<file path="src/rtl/conv_stream_engine.sv">
// Streaming KxK convolution engine: raster pixels in, valid-padding stride-1 results out.
// Optional CONV_RELU_EN clamps negative results to zero before they are registered.
module conv_stream_engine #(
   parameter int DATA_WIDTH   = 20,
   parameter int WEIGHT_WIDTH = 8,
   parameter int IFM_WIDTH    = 8,
   parameter int KERNEL_SIZE  = 3,
   parameter int IMG_WIDTH    = 8,
   parameter int IMG_HEIGHT   = 8
) (
   input  logic                                        clk1,
   input  logic                                        rst_n,
   input  logic                                        set_wgt,
   input  logic [WEIGHT_WIDTH*KERNEL_SIZE*KERNEL_SIZE-1:0] wgt,
   input  logic                                        ifm_valid,
   output logic                                        ifm_ready,
   input  logic [IFM_WIDTH-1:0]                        ifm,
   output logic                                        out_valid,
   input  logic                                        out_ready,
   output logic [DATA_WIDTH-1:0]                       data_output,
   output logic                                        out_last
);

   localparam int K      = KERNEL_SIZE;
   localparam int KK     = K * K;
   localparam int WGT_W  = WEIGHT_WIDTH * KK;
   localparam int COL_W  = (IMG_WIDTH  > 1) ? $clog2(IMG_WIDTH)  : 1;
   localparam int ROW_W  = (IMG_HEIGHT > 1) ? $clog2(IMG_HEIGHT) : 1;
   // K-1 full rows of history plus the K-1 older pixels of the current window row
   localparam int LB_LEN = (K - 1) * IMG_WIDTH + K - 1;

   localparam logic [COL_W-1:0] COL_LAST = COL_W'(IMG_WIDTH - 1);
   localparam logic [ROW_W-1:0] ROW_LAST = ROW_W'(IMG_HEIGHT - 1);
   localparam logic [COL_W-1:0] COL_WIN  = COL_W'(K - 1);
   localparam logic [ROW_W-1:0] ROW_WIN  = ROW_W'(K - 1);

   typedef enum logic [1:0] {
      S_IDLE  = 2'd0,
      S_RUN   = 2'd1,
      S_FLUSH = 2'd2
   } state_t;

   state_t                   state_reg;
   logic                     wgt_loaded_reg;
   logic [WGT_W-1:0]         wgt_reg;
   logic [COL_W-1:0]         col_reg;
   logic [ROW_W-1:0]         row_reg;
   logic [IFM_WIDTH-1:0]     lb_reg [LB_LEN];
   logic                     out_valid_reg;
   logic                     out_last_reg;
   logic [DATA_WIDTH-1:0]    data_reg;

   logic                     accept;
   logic                     consume;
   logic                     pix_last;
   logic                     win_done;
   logic [DATA_WIDTH-1:0]    prod [KK];
   logic [DATA_WIDTH-1:0]    sum_next;
   logic [DATA_WIDTH-1:0]    result_next;

   always_comb begin
      ifm_ready = 1'b0;
      case (state_reg)
         S_IDLE:  ifm_ready = wgt_loaded_reg;
         S_RUN:   ifm_ready = !out_valid_reg || out_ready;
         default: ifm_ready = 1'b0;
      endcase
   end

   assign accept      = ifm_valid && ifm_ready;
   assign consume     = out_valid_reg && out_ready;
   assign pix_last    = (row_reg == ROW_LAST) && (col_reg == COL_LAST);
   assign win_done    = (row_reg >= ROW_WIN) && (col_reg >= COL_WIN);
   assign out_valid   = out_valid_reg;
   assign out_last    = out_last_reg;
   assign data_output = data_reg;

   // Pixel history: index 0 is the pixel accepted one handshake ago.
   generate
      for (genvar gi = 0; gi < LB_LEN; gi++) begin : g_lb
         always_ff @(posedge clk1) begin
            if (rst_n) begin
               lb_reg[gi] <= '0;
            end else if (accept) begin
               if (gi == 0) lb_reg[gi] <= ifm;
               else         lb_reg[gi] <= lb_reg[(gi > 0) ? gi - 1 : 0];
            end
         end
      end
   endgenerate

   // Window taps include the pixel being accepted, so the result is ready on its edge.
   // Arithmetic is done modulo 2^DATA_WIDTH, which equals truncating the guarded full sum.
   generate
      for (genvar gi = 0; gi < KK; gi++) begin : g_tap
         localparam int RI = gi / K;
         localparam int CJ = gi % K;
         localparam int D  = (K - 1 - RI) * IMG_WIDTH + (K - 1 - CJ);
         logic [IFM_WIDTH-1:0]  pix;
         logic [DATA_WIDTH-1:0] pix_ext;
         logic [DATA_WIDTH-1:0] wgt_ext;
         if (D == 0) begin : g_new
            assign pix = ifm;
         end else begin : g_old
            assign pix = lb_reg[D - 1];
         end
         assign pix_ext  = DATA_WIDTH'(pix);
         assign wgt_ext  = DATA_WIDTH'($signed(wgt_reg[gi*WEIGHT_WIDTH +: WEIGHT_WIDTH]));
         assign prod[gi] = pix_ext * wgt_ext;
      end
   endgenerate

   always_comb begin
      sum_next = '0;
      for (int n = 0; n < KK; n++) begin
         sum_next = sum_next + prod[n];
      end
   end

`ifdef CONV_RELU_EN
   assign result_next = sum_next[DATA_WIDTH-1] ? '0 : sum_next;
`else
   assign result_next = sum_next;
`endif

   always_ff @(posedge clk1) begin
      if (rst_n) begin
         state_reg      <= S_IDLE;
         wgt_loaded_reg <= 1'b0;
         wgt_reg        <= '0;
         col_reg        <= '0;
         row_reg        <= '0;
         out_valid_reg  <= 1'b0;
         out_last_reg   <= 1'b0;
         data_reg       <= '0;
      end else begin
         if (accept && win_done) begin
            data_reg      <= result_next;
            out_valid_reg <= 1'b1;
            out_last_reg  <= pix_last;
         end else if (consume) begin
            out_valid_reg <= 1'b0;
            out_last_reg  <= 1'b0;
         end

         if (accept) begin
            if (pix_last) begin
               col_reg <= '0;
               row_reg <= '0;
            end else if (col_reg == COL_LAST) begin
               col_reg <= '0;
               row_reg <= row_reg + 1'b1;
            end else begin
               col_reg <= col_reg + 1'b1;
            end
         end

         case (state_reg)
            S_IDLE: begin
               if (set_wgt) begin
                  wgt_reg        <= wgt;
                  wgt_loaded_reg <= 1'b1;
               end
               if (accept) state_reg <= pix_last ? S_FLUSH : S_RUN;
            end
            S_RUN: begin
               if (accept && pix_last) state_reg <= S_FLUSH;
            end
            S_FLUSH: begin
               if (consume) state_reg <= S_IDLE;
            end
            default: state_reg <= S_IDLE;
         endcase
      end
   end

endmodule

</file>
<file path="config.mk">
export PLATFORM = sky130hd
export DESIGN_NAME = conv_stream_engine
export DESIGN_NICKNAME = d
export VERILOG_FILES = /design/src/rtl/conv_stream_engine.sv
export SDC_FILE = /design/constraint.sdc
export NUM_CORES = 2
export LEC_CHECK = 0
export CAP_MARGIN = 20
export CORE_MARGIN = 5
export CORE_UTILIZATION = 47
export DETAILED_ROUTE_END_ITERATION = 8
export PLACE_DENSITY = 0.72
export SETUP_SLACK_MARGIN = 0.5
export SYNTH_ARGS = -nofsm -noshare
export SYNTH_HDL_FRONTEND = slang
export SYNTH_SLANG_ARGS = --single-unit
</file>
<file path="constraint.sdc">
create_clock -name clk1 -period 12.2 [get_ports clk1]
set_input_delay 1.83 -clock clk1 [delete_from_list [all_inputs] [get_ports clk1]]
set_output_delay 1.83 -clock clk1 [all_outputs]
set_load 0.005 [all_outputs]
</file>
After elaboration in Yosys (flattened, before gate mapping) --
Memories as Yosys holds them, arrays and structs flattened. Index checks and enable logic that the tools add are counted. W data, S select, Z words.
Operators by class: $add $sub $neg 10, $mul 9, $lt $le $gt $ge 2, eq/ne operators 7, reductions and logical operators 14, bitwise operators 18, muxes and demuxes 36
Operators with widths (count):
- $mul A9 B8 Y17 | 9
- $mux W8 | 18
- $add A20 B20 Y20 | 5
- $add A19 B17 Y20 | 1
- $add A18 B17 Y19 | 1
- $add A17 B17 Y18 | 1
- $or A1 B1 Y1 | 18
- $mux W3 | 4
- $mux W1 | 8
- $mux W2 | 4
- $add A3 B1 Y3 const B | 2
- $eq A3 B3 Y1 const B | 2
- $ge A3 B2 Y1 const B | 2
- $logic_and A1 B1 Y1 | 6
- $ne A2 B2 Y1 const B | 3
- $pmux W2 S3 | 1
- $reduce_and A2 Y1 | 2
- $reduce_bool A2 Y1 | 2
- $reduce_and A3 Y1 | 1
- $eq A2 B1 Y1 const B | 1
- $eq A2 B2 Y1 const B | 1
- $logic_not A2 Y1 | 1
- $pmux W1 S2 | 1
- $logic_not A1 Y1 | 1
- $logic_or A1 B1 Y1 | 1
Word-level totals: register bits 103, output and inout port bits 23, bits in writable memories 144, memories kept 1
Memory list:
- lb_reg | words 18, bits a word 8, read ports 18, clocked after Yosys merged registers in 0, wr ports 18, RTL line 48 | logic [IFM_WIDTH-1:0] lb_reg [LB_LEN];

Logic depth before layout (Yosys ltp) --
An unclocked memory read counts as a cell.
depth after elaboration 10, depth in mapped cells 39, gate-level depth less buffers 39

Worst setup path before layout --
Ideal clock, no wire load.
kind input to register, start point input ifm[7], end point register data_reg[19], in the netlist data_output[19], data required time 12.083 ns, stages on the path 34, data arrival time 10.184 ns, library setup time 0.117 ns, path slack 1.899 ns, path through and2_1 > fa_1 > inv_1 > fa_1 > inv_1 > fa_1 > inv_1 > fa_1 > inv_1 > ha_1 > o21a_1 > o21a_1 > a21oi_1 > xnor2_1 > fa_1 > fa_1 > fa_1 > inv_1 > fa_1 > fa_1 > inv_1 > fa_1 > inv_1 > fa_1 > inv_1 > ha_1 > buf_2 > and3_1 > nand4_1 > nor3_1 > nor3_1 > o31ai_1 > xnor2_1 > a22o_1
On the way: word-level cells in the longest chain between the ends 2
RTL lines:
- start: declaration | RTL line 17 | input logic [IFM_WIDTH-1:0] ifm,
- $mul A9 B8 Y17 | RTL line 109 | assign prod[gi] = pix_ext * wgt_ext;
- $add A20 B20 Y20 | RTL line 116 | sum_next = sum_next + prod[n];
- end signal: assignment | RTL line 138 | data_reg <= result_next;
- end: declaration | RTL line 51 | logic [DATA_WIDTH-1:0] data_reg;
Every way passes these cells. A chain may end at the register's enable or synchronous reset.

Worst setup path after layout --
Ends and elaborated chain as after synthesis.

==> metrics.md <==
| Metric | Value |
|---|---|
| Slew Viols, Final | `0` |
| Min-delay worst type | `flip-flop to flip-flop` |
| Max reg flops | `144` |
| Syn_nets | `4303` |
| Final min period | `10.86 ns` |
| Global-route wire length before repair | `120 mm` |
| Critical setup path kind | `input pin to flip-flop` |
| Die Wd | `270 um` |
| Hold buffers post-CTS | `0` |
| Initial antenna violation count | `1` |
| Synth Register Bits | `247` |
| Worst VDD drop | `0.000559 V` |
| Fill cell count | `6003` |
| Setup Viol. Count Final | `0` |
| Critical Path AT | `11.33 ns` |
| Vias per cell | `5.04` |
| Std-Cell Core Area | `67200 sq um` |
| GP Congestion | `0.908` |
| Synth-to-Final Area Change | `9.30%` |
| Worst-skew pair later-pin latency | `0.60 ns` |
| Worst reg2reg path depth | `39` |
| Wire per inst | `16.8 um` |
| Die height | `270 um` |
| Outcome | `finished, final reports clean` |
| Gate Count Post-Synth | `3317` |
| Startpoint Class | `input pin` |
| Setup WS post-layout | `1.34 ns` |
| CTS clock-pin slew for the worst setup and hold paths | `0.06 ns` |
| Number of global-route vias before repair | `22644` |
| Root Buffer | `clkbuf_16` |
| Syn Std Cell Area | `31900 sq um` |
| Ant. Diodes | `0` |
| H-tree Lvls | `1` |
| CP Launch Point | `ifm[7]` |
| Clock Tree Buf Depth | `3` |
| I/O Pins | `108` |
| Synth Flop Type | `edfxtp_1` |
| CP Capture Type | `flip-flop` |
| Post-synth EDFFs | `144` |
| Post-detail-place hpwl | `59.4 mm` |
| IO Port Bufs | `107` |
| Critical Path RT | `12.67 ns` |
| Max Clk Rate | `92.1 MHz` |
| Fin crit share | `89.0%` |
| Measured slew at the worst slew-check pin | `0.969 ns` |
| Max_slew headroom | `35.4%` |
| Async S/R FF share, synth | `0%` |
| Starting Density | `47.4%` |
| CTS buffer count | `30` |
| Drt drc | `0` |
| CP dominant cell by count | `fa_1` |
| Crit path max fanout | `9` |
| Setup TNS | `0 ns` |
| RSZ-0062 raised after global routing | `false` |
| Seq/Total Area, Yosys | `20.0%` |
| Slowest CP cell | `clkdlybuf4s50_1` |
| Syn Area/Cell | `9.60 sq um` |
| All-layer global routing usage | `20.1%` |
| Largest net degree at the start of global routing | `119` |
| Final Hold Vio Count | `0` |
| Max_cap viols | `0` |
| Pwr Density | `215 nW/um^2` |
| Clk sink count | `247` |
| FF-to-FF setup slack | `1.74 ns` |
| CTS tree | `yes` |
| Final nets | `4369` |
| Die Footprint | `73100 sq um` |
| Start point of the worst hold path | `data_output[8]$_SDFFE_PP0P_` |
| Hold path depth | `2` |
| Synth cell types | `48` |
| # rows | `95` |
| Post-Route WL | `71.7 mm` |
| Clock skew | `0.0279 ns` |
| Setup WS pre-CTS | `0.763 ns` |
| Reg-to-reg endpoint | `data_output[19]$_SDFFE_PP0P_` |
| Total gr overflow | `0` |
| Detailed Route Iter0 Violations | `1242` |
| DRT Pass-1 Iters | `5` |
| Crit path to | `data_output[19]$_SDFFE_PP0P_` |
| Vias post-DR | `21555` |
| Postcts setup bufs | `0` |
| Leak | `17.0 nW` |
| CP peak stage delay | `0.56 ns` |
| Worst r2r src | `lb_reg[0][11]$_SDFFCE_PN0P_` |
| Yosys warnings | `0` |
| Cts repair resizes | `0` |
| Share of layout cells above drive strength 1 | `1.88%` |
| Antenna viol nets, final | `0` |
==> power breakdown <==
group / total, mW / internal [mW] / switching [mW]
registers: 1.04 / 0.941 / 0.102
clock network: 0.958 / 0.574 / 0.384
logic: 5.50 / 2.30 / 3.20
==> layout by cell type (no fill, tap or decap), types with 39 or more instances in the layout <==
cell and count:
nand2b_1 39, edfxtp_1 144, fa_1 501, inv_1 707
clkdlybuf4s50_1 106, and2_1 447, a21oi_1 129, nor2_1 109
dfxtp_1 103, xnor2_1 61, nand2_1 402, ha_1 400
==> per-layer routing <==
metal	GRT usage [%]	share of wire, %
met1	27.5	44
met3	2.46	5.5
met4	5.34	3.1
met2	34.0	48
met5	0	0
==> critical path: cells and delay by family <==
family | cells | cell delay [ns]
compound gates | 5 | 0.95
xor+xnor | 2 | 0.30
fa+ha+maj | 13 | 6.20
buf+inv | 9 | 0.94
simple gates | 5 | 1.07
==> cell families after synthesis <==
family | share of synthesized area (%)
XOR/XNOR | 2.12
adder cells (fa/ha/maj) | 47.2
AO/OA/AOI/OAI | 4.50
buffers and inverters | 9.29
flip-flops | 20.0
AND/OR/NAND/NOR | 16.8
==> layout make-up <==
| class | instances | area, sq um | area share [%] |
|---|---|---|---|
| Multi-Input combinational cell | 2284 | 22500 | 64.7 |
| Clock buffer | 36 | 795 | 2.28 |
| Sequential cell | 247 | 6390 | 18.3 |
| Tap cell | 873 | 1090 | 3.14 |
| Clock inverter | 20 | 259 | 0.744 |
| Inverter | 707 | 2650 | 7.62 |
| Timing Repair Buffer | 113 | 1110 | 3.20 |
==> stage by stage <==
stage	instance area, sq um	hold WS (ns)	utilization, %	cells	power, mW
floorplan	31900	0.441	-	3317	5.27
global placement	33800	0.440	50.3	4224	6.52
detailed placement	33800	0.446	50.3	4224	6.56
CTS	34800	0.454	51.9	4280	7.56
global route	34800	0.466	51.9	4280	8.31
finish	34800	0.453	51.9	4280	7.50
==> cells in the mapped netlist, types with 4 or more instances <==
cell        n  share of area (%)
dfxtp_1   103                6.5
fa_1      501                 31
inv_1     707                8.3
edfxtp_1  144                 14
clkbuf_1   71               0.84
nand3_1     8               0.13
o21ai_0    27               0.42
nor4_1      5              0.098
nor2b_1    17               0.33
xnor2_1    61                1.7
nand2_1   403                4.7
clkbuf_2    6              0.094
and2_1    448                8.8
nor2_1    109                1.3
ha_1      400                 16
o21a_1     24               0.57
o211ai_1    6               0.14
nor3_1     27               0.42
nand2b_1   40               0.79
a41o_1      4               0.13
a31oi_1     5              0.098
xor2_1     16               0.44
a21o_1     13               0.31
a21oi_1   129                2.0
==> how the worst min path moves through the flow <==
| stage | end |
|---|---|
| after detailed placement | data_output[8]$_SDFFE_PP0P_ |
| after global placement | data_output[14]$_SDFFE_PP0P_ |
| final | data_output[8]$_SDFFE_PP0P_ |
| after CTS | data_output[8]$_SDFFE_PP0P_ |
| after global routing | data_output[8]$_SDFFE_PP0P_ |
| after floorplan | wgt_loaded_reg$_SDFFE_PP0P_ |
Note: power is estimated with default switching activity, not from simulation.
